<file path="src/rtl/i2c_master_ctrl.sv">
// Write-only I2C master sequencer: START, {addr,0}, ACK, wdata, ACK, STOP.
// Drives SCL directly and steers SDA through sda_mode; an external data unit shifts the bytes.
module i2c_master_ctrl #(
    parameter int HALF = 4
) (
    input  logic       clk,
    input  logic       rst,
    input  logic       start,
    input  logic [6:0] addr,
    input  logic [7:0] wdata,
    input  logic       iSDA,
    output logic       go,
    output logic       dbit,
    output logic [7:0] du_data,
    output logic       scl,
    output logic [1:0] sda_mode,
    output logic       busy,
    output logic       done,
    output logic       ack_err,
    output logic [2:0] o_dbg_state
);
    typedef enum logic [2:0] {
        S_IDLE, S_START, S_LOAD, S_BIT, S_ACK, S_STOP, S_DONE
    } state_t;

    localparam int              DW       = (HALF > 2) ? $clog2(HALF) : 1;
    localparam logic [DW-1:0]   DIV_LAST = DW'(HALF - 1);
    localparam logic [DW-1:0]   DIV_PRE  = DW'(HALF - 2);
    localparam logic [1:0]      SDA_REL  = 2'b00;
    localparam logic [1:0]      SDA_LOW  = 2'b01;
    localparam logic [1:0]      SDA_DU   = 2'b10;

    state_t          r_state;
    logic [DW-1:0]   r_div;
    logic [1:0]      r_ph;
    logic [2:0]      r_bit;
    logic            r_byte;
    logic [6:0]      r_addr;
    logic [7:0]      r_wdata;
    logic            r_go;
    logic            r_dbit;
    logic [7:0]      r_du_data;
    logic            r_scl;
    logic [1:0]      r_sda_mode;
    logic            r_busy;
    logic            r_done;
    logic            r_ack_err;
    logic            w_div_end;

    assign w_div_end = (r_div == DIV_LAST);

    // go and dbit are single-cycle strobes to the data unit; it loads du_data on go
    // and shifts one bit on dbit, so its MSB is what SDA carries while sda_mode=10.
    always_ff @(posedge clk or negedge rst) begin
        if (!rst) begin
            r_state    <= S_IDLE;
            r_div      <= '0;
            r_ph       <= '0;
            r_bit      <= '0;
            r_byte     <= 1'b0;
            r_addr     <= '0;
            r_wdata    <= '0;
            r_go       <= 1'b0;
            r_dbit     <= 1'b0;
            r_du_data  <= '0;
            r_scl      <= 1'b1;
            r_sda_mode <= SDA_REL;
            r_busy     <= 1'b0;
            r_done     <= 1'b0;
            r_ack_err  <= 1'b0;
        end else begin
            r_go   <= 1'b0;
            r_dbit <= 1'b0;
            r_done <= 1'b0;
            r_div  <= w_div_end ? '0 : r_div + 1'b1;
            case (r_state)
                S_IDLE: begin
                    r_div <= '0;
                    if (start) begin
                        r_state   <= S_START;
                        r_addr    <= addr;
                        r_wdata   <= wdata;
                        r_ack_err <= 1'b0;
                        r_busy    <= 1'b1;
                        r_ph      <= '0;
                        r_bit     <= '0;
                        r_byte    <= 1'b0;
                    end
                end
                S_START: begin
                    if (w_div_end) begin
                        if (r_ph == 2'd0) begin
                            r_ph       <= 2'd1;
                            r_sda_mode <= SDA_LOW;
                        end else begin
                            r_state   <= S_LOAD;
                            r_ph      <= '0;
                            r_scl     <= 1'b0;
                            r_go      <= 1'b1;
                            r_du_data <= r_byte ? r_wdata : {r_addr, 1'b0};
                        end
                    end
                end
                S_LOAD: begin
                    r_state    <= S_BIT;
                    r_div      <= '0;
                    r_ph       <= '0;
                    r_bit      <= '0;
                    r_sda_mode <= SDA_DU;
                end
                S_BIT: begin
                    // Registered strobe lands on the last SCL-high cycle of bits 0..6.
                    if (r_ph == 2'd1 && r_div == DIV_PRE && r_bit != 3'd7)
                        r_dbit <= 1'b1;
                    if (w_div_end) begin
                        if (r_ph == 2'd0) begin
                            r_ph  <= 2'd1;
                            r_scl <= 1'b1;
                        end else begin
                            r_ph  <= '0;
                            r_scl <= 1'b0;
                            if (r_bit == 3'd7) begin
                                r_state    <= S_ACK;
                                r_sda_mode <= SDA_REL;
                            end else begin
                                r_bit <= r_bit + 1'b1;
                            end
                        end
                    end
                end
                S_ACK: begin
                    if (w_div_end) begin
                        if (r_ph == 2'd0) begin
                            r_ph  <= 2'd1;
                            r_scl <= 1'b1;
                        end else begin
                            r_ph  <= '0;
                            r_scl <= 1'b0;
                            if (iSDA) begin
                                r_ack_err  <= 1'b1;
                                r_state    <= S_STOP;
                                r_sda_mode <= SDA_LOW;
                            end else if (!r_byte) begin
                                r_byte    <= 1'b1;
                                r_state   <= S_LOAD;
                                r_go      <= 1'b1;
                                r_du_data <= r_wdata;
                            end else begin
                                r_state    <= S_STOP;
                                r_sda_mode <= SDA_LOW;
                            end
                        end
                    end
                end
                S_STOP: begin
                    if (w_div_end) begin
                        if (r_ph == 2'd0) begin
                            r_ph  <= 2'd1;
                            r_scl <= 1'b1;
                        end else if (r_ph == 2'd1) begin
                            r_ph       <= 2'd2;
                            r_sda_mode <= SDA_REL;
                        end else begin
                            r_ph    <= '0;
                            r_state <= S_DONE;
                            r_busy  <= 1'b0;
                            r_done  <= 1'b1;
                        end
                    end
                end
                S_DONE: begin
                    r_state <= S_IDLE;
                    r_div   <= '0;
                end
                default: r_state <= S_IDLE;
            endcase
        end
    end

    assign go          = r_go;
    assign dbit        = r_dbit;
    assign du_data     = r_du_data;
    assign scl         = r_scl;
    assign sda_mode    = r_sda_mode;
    assign busy        = r_busy;
    assign done        = r_done;
    assign ack_err     = r_ack_err;
    assign o_dbg_state = r_state;

endmodule

</file>
<file path="config.mk">
export PLATFORM = sky130hd
export DESIGN_NAME = i2c_master_ctrl
export DESIGN_NICKNAME = d
export VERILOG_FILES = /design/src/rtl/i2c_master_ctrl.sv
export SDC_FILE = /design/constraint.sdc
export NUM_CORES = 1
export LEC_CHECK = 0
export CAP_MARGIN = 20
export CELL_PAD_IN_SITES_DETAIL_PLACEMENT = 1
export CELL_PAD_IN_SITES_GLOBAL_PLACEMENT = 1
export CORE_MARGIN = 10
export CORE_UTILIZATION = 52
export CTS_CLUSTER_SIZE = 20
export DETAILED_ROUTE_END_ITERATION = 10
export DONT_BUFFER_PORTS = 1
export PLACE_DENSITY = 0.83
export SYNTH_ARGS = -nofsm -noshare
export SYNTH_HDL_FRONTEND = slang
export SYNTH_SLANG_ARGS = --single-unit
</file>
<file path="constraint.sdc">
create_clock -name clk -period 2.7 [get_ports clk]
set_input_delay 0.27 -clock clk [delete_from_list [all_inputs] [get_ports clk]]
set_output_delay 0.27 -clock clk [all_outputs]
set_load 0.1 [all_outputs]
</file>
# After elaboration in Yosys (flattened, before gate mapping)
# Cells that the tools add are included.
# classes
n_addsub	2
eq_ne	32
mux	83
n_reduce_logical	24
# ops
op	count
$mux 8	7
$mux 3	17
$mux 2	19
$ne 2x2->1 const B	18
$mux 1	30
$reduce_and 5->1	4
$pmux 3 s6	1
$pmux 8 s2	1
$eq 3x3->1 const B	4
$reduce_and 12->1	1
$reduce_and 11->1	1
$pmux 2 s5	1
$pmux 3 s3	1
$pmux 1 s2	4
$pmux 2 s4	1
$reduce_and 7->1	1
$eq 3x2->1 const B	2
$ne 3x3->1 const B	2
$reduce_and 6->1	1
$reduce_bool 2->1	3
$reduce_bool 3->1	2
$reduce_or 3->1	2
$reduce_bool 5->1	1
$eq 2x2->1 const B	2
13 further kinds	15
# totals
regBits	42
word_cells	156

# Depth between registers and ports, before layout
# Gate-level depths: netlist (run 1).
# depth
word_depth	5
mapped_depth	7
ltp_nobuf	6

# Worst setup path after synthesis (run 1)
# No wires, ideal clock.
# synth_timing
kind	reg2reg
from	reg r_state[2] (netlist: o_dbg_state[2])
to	reg r_du_data[6] (netlist: du_data[6])
t_arrival_ps	2321
t_required_ps	2626
setup_slack_ps	305
stages_incl_launch_ff	7
n_path_buf	2
period_less_slack_ps	2395
cell_sequence	dfrtp_1 -> buf_6 -> or4b_4 -> a211oi_4 -> buf_6 -> nor2_2 -> a21oi_2
# synth_between
elab_chain_cells	3
word_cells_on_any_way	11
cone_classes	eq/ne: 8; mux: 1; reduce/logical: 2
# synth_lines
item	line	text
start: declaration	33	state_t r_state;
start signal: assignment	56	r_state <= S_IDLE;
start signal: assignment	80	r_state <= S_START;
start signal: assignment	96	r_state <= S_LOAD;
$eq 3x3->1 / $eq 3x1->1 (equally long branches)	76	case (r_state)
$ne 2x2->1 (no line) / $reduce_bool 2->1 (equally long branches)	--	
$reduce_and 7->1 (no line)	--	
end signal: assignment	100	r_du_data <= r_byte ? r_wdata : {r_addr, 1'b0};
end signal: assignment	147	r_du_data <= r_wdata;
end: declaration	42	logic [7:0] r_du_data;
# Parallel ways exist; a longest one is shown, timed or not.
# A chain may end at the register's enable or synchronous reset.

# Worst setup path after layout (run 1)
# layout_timing
from	reg r_state[2] (netlist: o_dbg_state[2])
to	reg r_du_data[0] (netlist: du_data[0])
# Same word-level chain as after synthesis.

==> impl_metrics.ini, run 1 <==
[cts]
cts_max_level = 2
tritoncts = done
cts_sinks = 42
post_cts_resized = 0
cts_buffers = 5
clk_pin_slew_ns = 0.08
clk_root_buffer_cell = clkbuf_8
insertion_delay_ns = 0.29
clockBufferDepth = 2

[final_layout]
area_growth_syn_to_layout_pct = 8.51
final_nets = 208
n_antenna_cell = 0
final_cell_mix = 41 x dfrtp_1, 19 x mux2_2, 14 x nor2_1, 14 x a21oi_1, 9 x inv_1
drive_above_1_share_pct = 20.4
finalInstanceArea_um2 = 2220
final_common_cell = dfrtp_1

[timing]
tns_ns = 0
skew_ns = 0.00310
worst_pin_slew_ns = 0.935
max_slew_margin_pct = 37.7
maxSlewViolCount = 0
report.final.hold_viol_count = 0
setup_violations = 0
max_freq_mhz = 433
rsz0062_at_grt = no
fin_crit_ns = 2.31
finalCritPeriodShare_pct = 85.5
fin_ws_ns = 0.390
whs_ns = 0.121

[setup_path]
end_kind = register
critPathKind = reg2reg
r2r-end = du_data[0]
arrival_ns = 2.52
worst_r2r_path_depth = 4
r2r_slack_ns = 0.39
crit_path_max_fanout = 21
worst_ep_required_time_ns = 2.91
critPathLaunchType = register
regToRegStartpoint = o_dbg_state[2]
crit_start = o_dbg_state[2]

[job]
cap_violations = 0

[hold_path]
hold_path.class = in2reg
hp-start = wdata[6]
hold-path-cell-count = 1
hold_path_end = r_wdata[6]

[die]
start_util_pct = 54.6
num_rows = 22
ios = 38
core-area_um2 = 3740
dieArea_um2 = 6840
fp.dieH_um = 82.7
die_w_um = 82.7

[drt]
drt_wl_total_mm = 4.79
dr.pass1.iters = 4
wl_per_cell_um = 20.5
drc = 0
vias = 1404
postRouteAntennaNets = 0
drtIter0Drc = 116
post_drt_via_cell_ratio = 6.00

[place]
numPortBuffers = 0
place_congestion = 0.894
placed_cell_area_um2 = 2080
hpwlAfterDp_mm = 3.44
dp_slack_ns = 0.394

[yosys]
yosys_warnings = 0
synth-edff-count = 0
synthArstFlopShare_pct = 100
ys_seq_area_share_pct = 51.5
ys_types = 40
synth_flop_cell = dfrtp_1
syn_area_per_cell_um2 = 11.2
ys_ff_latch = 42
syn_inst = 182
syn_area_um2 = 2040
syn_nets = 205

[grt]
grt_max_degree = 43
groute.usage.overall_pct = 15.1
grt.overflow.total = 0
antenna_found_initial = 0
grt_first_pass_wirelength_mm = 7.96
grt_pass1_vias = 1579

[outcome]
status = completed
==> worst max path at each step <==
stage / to / cells past startpoint
after global placement: sda_mode[0] / 4
final: du_data[0] / 4
after floorplan: du_data[6] / 6
after detailed placement: du_data[0] / 4
after CTS: du_data[0] / 4
after global routing: du_data[0] / 4
==> cell type report <==
cell class	count	area (µm²)
inverters	9	33.8
repair buffers	7	67.6
flip-flops and latches	42	1050
clock inverters	2	37.5
fillers	419	1530
multi-input cells	120	895
clock buffers	6	72.6
well taps	48	60.1
==> routing by layer <==
metal | up-vias | GRT usage [%] | routed length, µm
met5 | - | 0 | 0
met4 | 0 | 5.02 | 55
met3 | 5 | 5.51 | 337
met2 | 27 | 26.1 | 2430
met1 | 713 | 16.9 | 1970
li1 | 659 | - | -
==> critical path, cell delays in order, from the launching register on <==
cell and delay (ns):
dfrtp_1 0.74, or4b_4 0.55, a211oi_4 0.66, nand3b_1 0.14, o21ai_0 0.12
==> synth_stat cells (3+ instances only) <==
cell | count | area [µm²]
a211oi_1 | 3 | 22.5
a21oi_1 | 14 | 70.1
and3_1 | 4 | 25.0
buf_2 | 6 | 30.0
clkbuf_1 | 3 | 11.3
dfrtp_1 | 41 | 1030
ha_1 | 4 | 50.1
inv_1 | 9 | 33.8
mux2_2 | 19 | 214
mux2i_1 | 7 | 70.1
nand2_1 | 4 | 15.0
nand2b_1 | 6 | 37.5
nor2_1 | 14 | 52.6
nor2b_1 | 4 | 25.0
nor3_1 | 5 | 25.0
nor4_1 | 3 | 18.8
o21ai_0 | 7 | 35.0
o31ai_1 | 3 | 22.5
==> flip-flops by register name, indices dropped and copies added, names as in the netlist, 2 cells and up <==
register     flops
r_wdata          8
r_div            2
r_ph             2
o_dbg_state      3
r_addr           7
r_bit            3
sda_mode         2
du_data          8
==> metrics by stage <==
stage,utilization [%],std cells
6_report,59.3,234
5_1_grt,59.3,234
4_1_cts,59.3,234
2_1_floorplan,-,182
3_5_place_dp,55.5,224
3_3_place_gp,55.5,224
==> cells by family after synthesis <==
logic type                 synth area share (%)
DFF                                        51.5
muxes                                      14.4
xor gates and xnor gates                  0.428
buffers and inverters                      4.77
and+or+nand+nor                            12.5
adders and majority gates                  2.45
AOI/OAI and AO/OA                          14.0
==> repair_timing <==
| action | 4_1_cts | 5_1_grt |
|---|---|---|
| endpoints found under the hold margin | 42 | 0 |
| buffers inserted | 0 | 0 |
| hold buffers | 2 | 0 |
Power of run 1 is left out: the tool's default activity adds up to more than one toggle a clock period on the data nets, which glitch-free logic cannot reach.
==> inputs of run 2 (changes only) <==
--- a/config.mk
+++ b/config.mk
@@ -14,6 +14,7 @@
 export DETAILED_ROUTE_END_ITERATION = 10
 export DONT_BUFFER_PORTS = 1
 export PLACE_DENSITY = 0.83
+export RECOVER_POWER = 25
 export SYNTH_ARGS = -nofsm -noshare
 export SYNTH_HDL_FRONTEND = slang
 export SYNTH_SLANG_ARGS = --single-unit
==> run 2 against run 1 <==
Against the previous run: the run now ends with capacitance limit, slew limit left; register-to-register slack about the same; final cell count unchanged; global-route usage unchanged; hold slack about the same.
==> impl_metrics.ini, run 2 (same netlist as run 1, synthesis figures left out) <==
[timing]
skew_ns = 0.00322
report.final.hold_viol_count = 0
setup_violations = 0
max_slew_margin_pct = -23.9
tns_ns = 0
finalCritPeriodShare_pct = 85.6
fin_crit_ns = 2.31
rsz0062_at_grt = no
max_freq_mhz = 433
worst_pin_slew_ns = 1.86
maxSlewViolCount = 43

[place]
place_congestion = 0.894
numPortBuffers = 0
hpwlAfterDp_mm = 3.44

[setup_path]
worst_r2r_path_depth = 4
end_kind = register
worst_ep_required_time_ns = 2.91
critPathLaunchType = register
crit_path_max_fanout = 21
critPathKind = reg2reg
arrival_ns = 2.52

[cts]
post_cts_buffers = 0
clk_pin_slew_ns = 0.08
insertion_delay_ns = 0.29
clockBufferDepth = 2
cts_buffers = 5
cts_max_level = 2
clk_root_buffer_cell = clkbuf_8
cts_sinks = 42
tritoncts = done

[grt]
antenna_found_initial = 0
grt_first_pass_wirelength_mm = 7.96
groute.usage.overall_pct = 15.1
grt_max_degree = 43
grt_pass1_vias = 1579
grt.overflow.total = 0

[final_layout]
area_growth_syn_to_layout_pct = 8.14
drive_above_1_share_pct = 19.9
n_antenna_cell = 0
fillers = 419
final_nets = 208
final_common_cell = dfrtp_1
final_cell_mix = 41 x dfrtp_1, 19 x mux2_2, 14 x nor2_1, 14 x a21oi_1, 9 x inv_1

[die]
ios = 38
fp.dieH_um = 82.7
start_util_pct = 54.6
die_w_um = 82.7
core-area_um2 = 3740
dieArea_um2 = 6840
num_rows = 22

[drt]
postRouteAntennaNets = 0
dr.pass1.iters = 4
wl_per_cell_um = 20.5
drc = 0
drtIter0Drc = 118
vias = 1406
drt_wl_total_mm = 4.79
post_drt_via_cell_ratio = 6.01

[hold_path]
hold_path.class = in2reg
hold-path-cell-count = 1

[outcome]
status = complete, but fails checks
violations = capacitance limit, slew limit

[job]
cap_violations = 1
run 2: changes by cell type in the layout (fill, tap and decap cells not counted), sizes merged:
cell,change
buf,-1
dlymetal6s4s,+1
run 2: cell type report:
type,instances,area [µm²],area share [%]
Sequential cell,42,1050,47.6
Timing Repair Buffer,7,60.1,2.72
Clock buffer,6,72.6,3.28
Tap cell,48,60.1,2.72
Clock inverter,2,37.5,1.70
Inverter,9,33.8,1.53
Multi-Input combinational cell,120,895,40.5
run 2: worst max-delay path, cell delays in order, from the launching register on:
cell	delay, ns
dfrtp_1	0.74
or4b_4	0.55
a211oi_4	0.66
nand3b_1	0.14
o21ai_0	0.12
run 2: layer usage:
| metal | GRT usage, % | vias to the layer above | part of all wire [%] |
|---|---|---|---|
| met4 | 5.02 | 0 | 1.1 |
| met2 | 26.1 | 27 | 51 |
| li1 | - | 657 | - |
| met3 | 5.51 | 5 | 7.0 |
| met1 | 16.9 | 717 | 41 |
| met5 | 0 | - | 0 |
run 2: per-stage QoR:
step / instances / util [%] / hold WS, ns / cell area [µm²] / setup WS (ns)
2_1_floorplan: 182 / - / -0.0256 / 2040 / 0.305
3_3_place_gp: 224 / 55.5 / -0.0243 / 2080 / 0.560
6_report: 234 / 59.1 / 0.121 / 2210 / 0.390
3_5_place_dp: 224 / 55.5 / -0.0242 / 2080 / 0.394
5_1_grt: 234 / 59.1 / 0.108 / 2210 / 0.115
4_1_cts: 234 / 59.3 / 0.116 / 2220 / 0.362
run 2: worst paths after layout:
kind	from	to	slack, ns
min in group asynchronous	rst	du_data[6]	1.16
min	wdata[6]	r_wdata[6]	0.12
max	o_dbg_state[2]	du_data[0]	0.39
min reg2reg	r_div[0]	r_div[0]	0.47
max reg2reg	o_dbg_state[2]	du_data[0]	0.39
max in group asynchronous	rst	sda_mode[1]	0.47
run 2: timing repair:
item                                   4_1_cts  5_1_grt
resized for setup                            0        0
endpoints found under the hold margin       42        0
hold buffers                                 2        0
Power of run 2 is left out for the same reason.
==> inputs of run 3 (changes only) <==
--- a/config.mk
+++ b/config.mk
@@ -9,11 +9,11 @@
 export CELL_PAD_IN_SITES_DETAIL_PLACEMENT = 1
 export CELL_PAD_IN_SITES_GLOBAL_PLACEMENT = 1
 export CORE_MARGIN = 10
-export CORE_UTILIZATION = 52
+export CORE_UTILIZATION = 44
 export CTS_CLUSTER_SIZE = 20
 export DETAILED_ROUTE_END_ITERATION = 10
 export DONT_BUFFER_PORTS = 1
-export PLACE_DENSITY = 0.83
+export PLACE_DENSITY = 0.75
 export RECOVER_POWER = 25
 export SYNTH_ARGS = -nofsm -noshare
 export SYNTH_HDL_FRONTEND = slang
==> constraint.sdc (replaced) <==
create_clock -name clk -period 1.9 [get_ports clk]
set_input_delay 0.19 -clock clk [delete_from_list [all_inputs] [get_ports clk]]
set_output_delay 0.19 -clock clk [all_outputs]
set_load 0.1 [all_outputs]
==> run 3 against run 2 <==
Against the previous run: the flow now finishes without violations; via count increased by 10%; setup slack got worse by 0.34 ns; clock skew increased by 0.0022 ns; core utilization decreased by 2.5 points; global-route usage decreased by 1.3 points.
==> impl_metrics.ini, run 3 (same netlist as run 1, synthesis figures left out) <==
[die]
fp.dieH_um = 88.2
dieArea_um2 = 7770
core-area_um2 = 4410
start_util_pct = 46.3
ios = 38
num_rows = 24
die_w_um = 88.2

[timing]
tns_ns = 0
skew_ns = 0.00541
fin_ws_ns = 0.0489
report.final.hold_viol_count = 0
worst_pin_slew_ns = 1.03
maxSlewViolCount = 0
whs_ns = 0.0382
max_slew_margin_pct = 31.4
finalCritPeriodShare_pct = 97.4
max_freq_mhz = 540
setup_violations = 0
fin_crit_ns = 1.85

[setup_path]
cp_cell_sequence = nand2b_1 -> a211o_1 -> a211oi_2 -> mux2_2
slowest_delay_ns = 0.60
critPathLaunchType = register
crit_path_max_fanout = 20
cp_slowest_cell = dfrtp_4
end_kind = register
critPathTopFamily = flip-flops
worst_ep_required_time_ns = 2.09
worst-path-buf-inv = 0
critPathKind = reg2reg
arrival_ns = 2.04

[final_layout]
final_common_cell = dfrtp_1
final_cell_mix = 38 x dfrtp_1, 30 x buf_4, 19 x mux2_2, 14 x a21oi_1, 13 x nor2_1
register_area_um2 = 1060
drive_above_1_share_pct = 35.2
fillers = 467
final_nets = 235
n_antenna_cell = 0
multiInputGateArea_um2 = 945
area_growth_syn_to_layout_pct = 22.2
final_cells = 265
final_core_util_pct = 56.6
finalInstanceArea_um2 = 2500

[grt]
grt_max_degree = 43
grt_first_pass_wirelength_mm = 8.52
groute.usage.overall_pct = 13.8
grt_pass1_vias = 1674
antenna_found_initial = 0
grt.overflow.total = 0

[cts]
insertion_delay_ns = 0.30
cts_max_level = 2
cts_sinks = 42
clk_root_buffer_cell = clkbuf_8
tritoncts = done
clk_pin_slew_ns = 0.08
cts_buffers = 5
clockBufferDepth = 2

[place]
place_congestion = 0.889
dp_slack_ns = 0.0153
dpl.cell_count = 253
numPortBuffers = 0
placed_cell_area_um2 = 2330
hpwlAfterDp_mm = 3.82

[drt]
vias = 1552
postRouteAntennaNets = 0
wl_per_cell_um = 20.3
dr.pass1.iters = 4
drc = 0
post_drt_via_cell_ratio = 5.86
drt_wl_total_mm = 5.37
drtIter0Drc = 71

[job]
cap_violations = 0

[power]
vdd_drop_max_uv = 834
power_density_nw_per_um2 = 2010
finalPower_mw = 5.03
p_leak_nw = 1.11

[outcome]
status = completed

[hold_path]
hold_path.class = in2reg
run 3: area by class of cell:
cell class                      instances  area share, %
Timing Repair Buffer                   34           11.2
Clock buffer                            6           2.91
Tap cell                               52           2.61
Multi-Input combinational cell        120           37.8
Sequential cell                        42           42.6
Clock inverter                          2           1.50
Inverter                                9           1.35
run 3: path summary, 6_finish.rpt:
| path | end | start | slack [ns] | cells after the start |
|---|---|---|---|---|
| max reg2reg | sda_mode[0] | o_dbg_state[1] | 0.05 | 4 |
| min reg2reg | r_div[0] | r_div[0] | 0.48 | 1 |
| min | r_wdata[0] | wdata[0] | 0.04 | 1 |
| max in group asynchronous | o_dbg_state[2] | rst | 0.53 | 2 |
| max | sda_mode[0] | o_dbg_state[1] | 0.05 | 4 |
| min in group asynchronous | r_ph[0] | rst | 0.61 | 2 |
run 3: power breakdown:
part / switching (mW) / total (mW) / leakage, nW / internal (mW)
Clock: 0.311 / 0.703 / 0.0514 / 0.392
Combinational: 1.75 / 2.68 / 0.561 / 0.934
Sequential: 0.380 / 1.64 / 0.498 / 1.26
run 3: worst register-to-register path, cell delays in order, from the launching register on:
cell	delay (ns)
dfrtp_4	0.60
nand2b_1	0.23
a211o_1	0.26
a211oi_2	0.29
mux2_2	0.37
run 3: what timing repair did:
action                                 in CTS  in global routing
endpoints found under the hold margin      42                  0
gates resized for setup                     1                  6
hold buffers                                2                  0
setup endpoints to repair                   2                  3
pin swaps                                   1                  4
buffers inserted                            0                  2
run 3: metal layers:
| layer | vias up | share of wire, % | GRT usage, % |
|---|---|---|---|
| met1 | 801 | 40 | 15.9 |
| met2 | 41 | 53 | 23.4 |
| met5 | - | 0 | 0 |
| met3 | 6 | 6.3 | 5.57 |
| met4 | 0 | 0.87 | 3.28 |
| li1 | 704 | - | - |
Power figures use the tool's default switching activity.
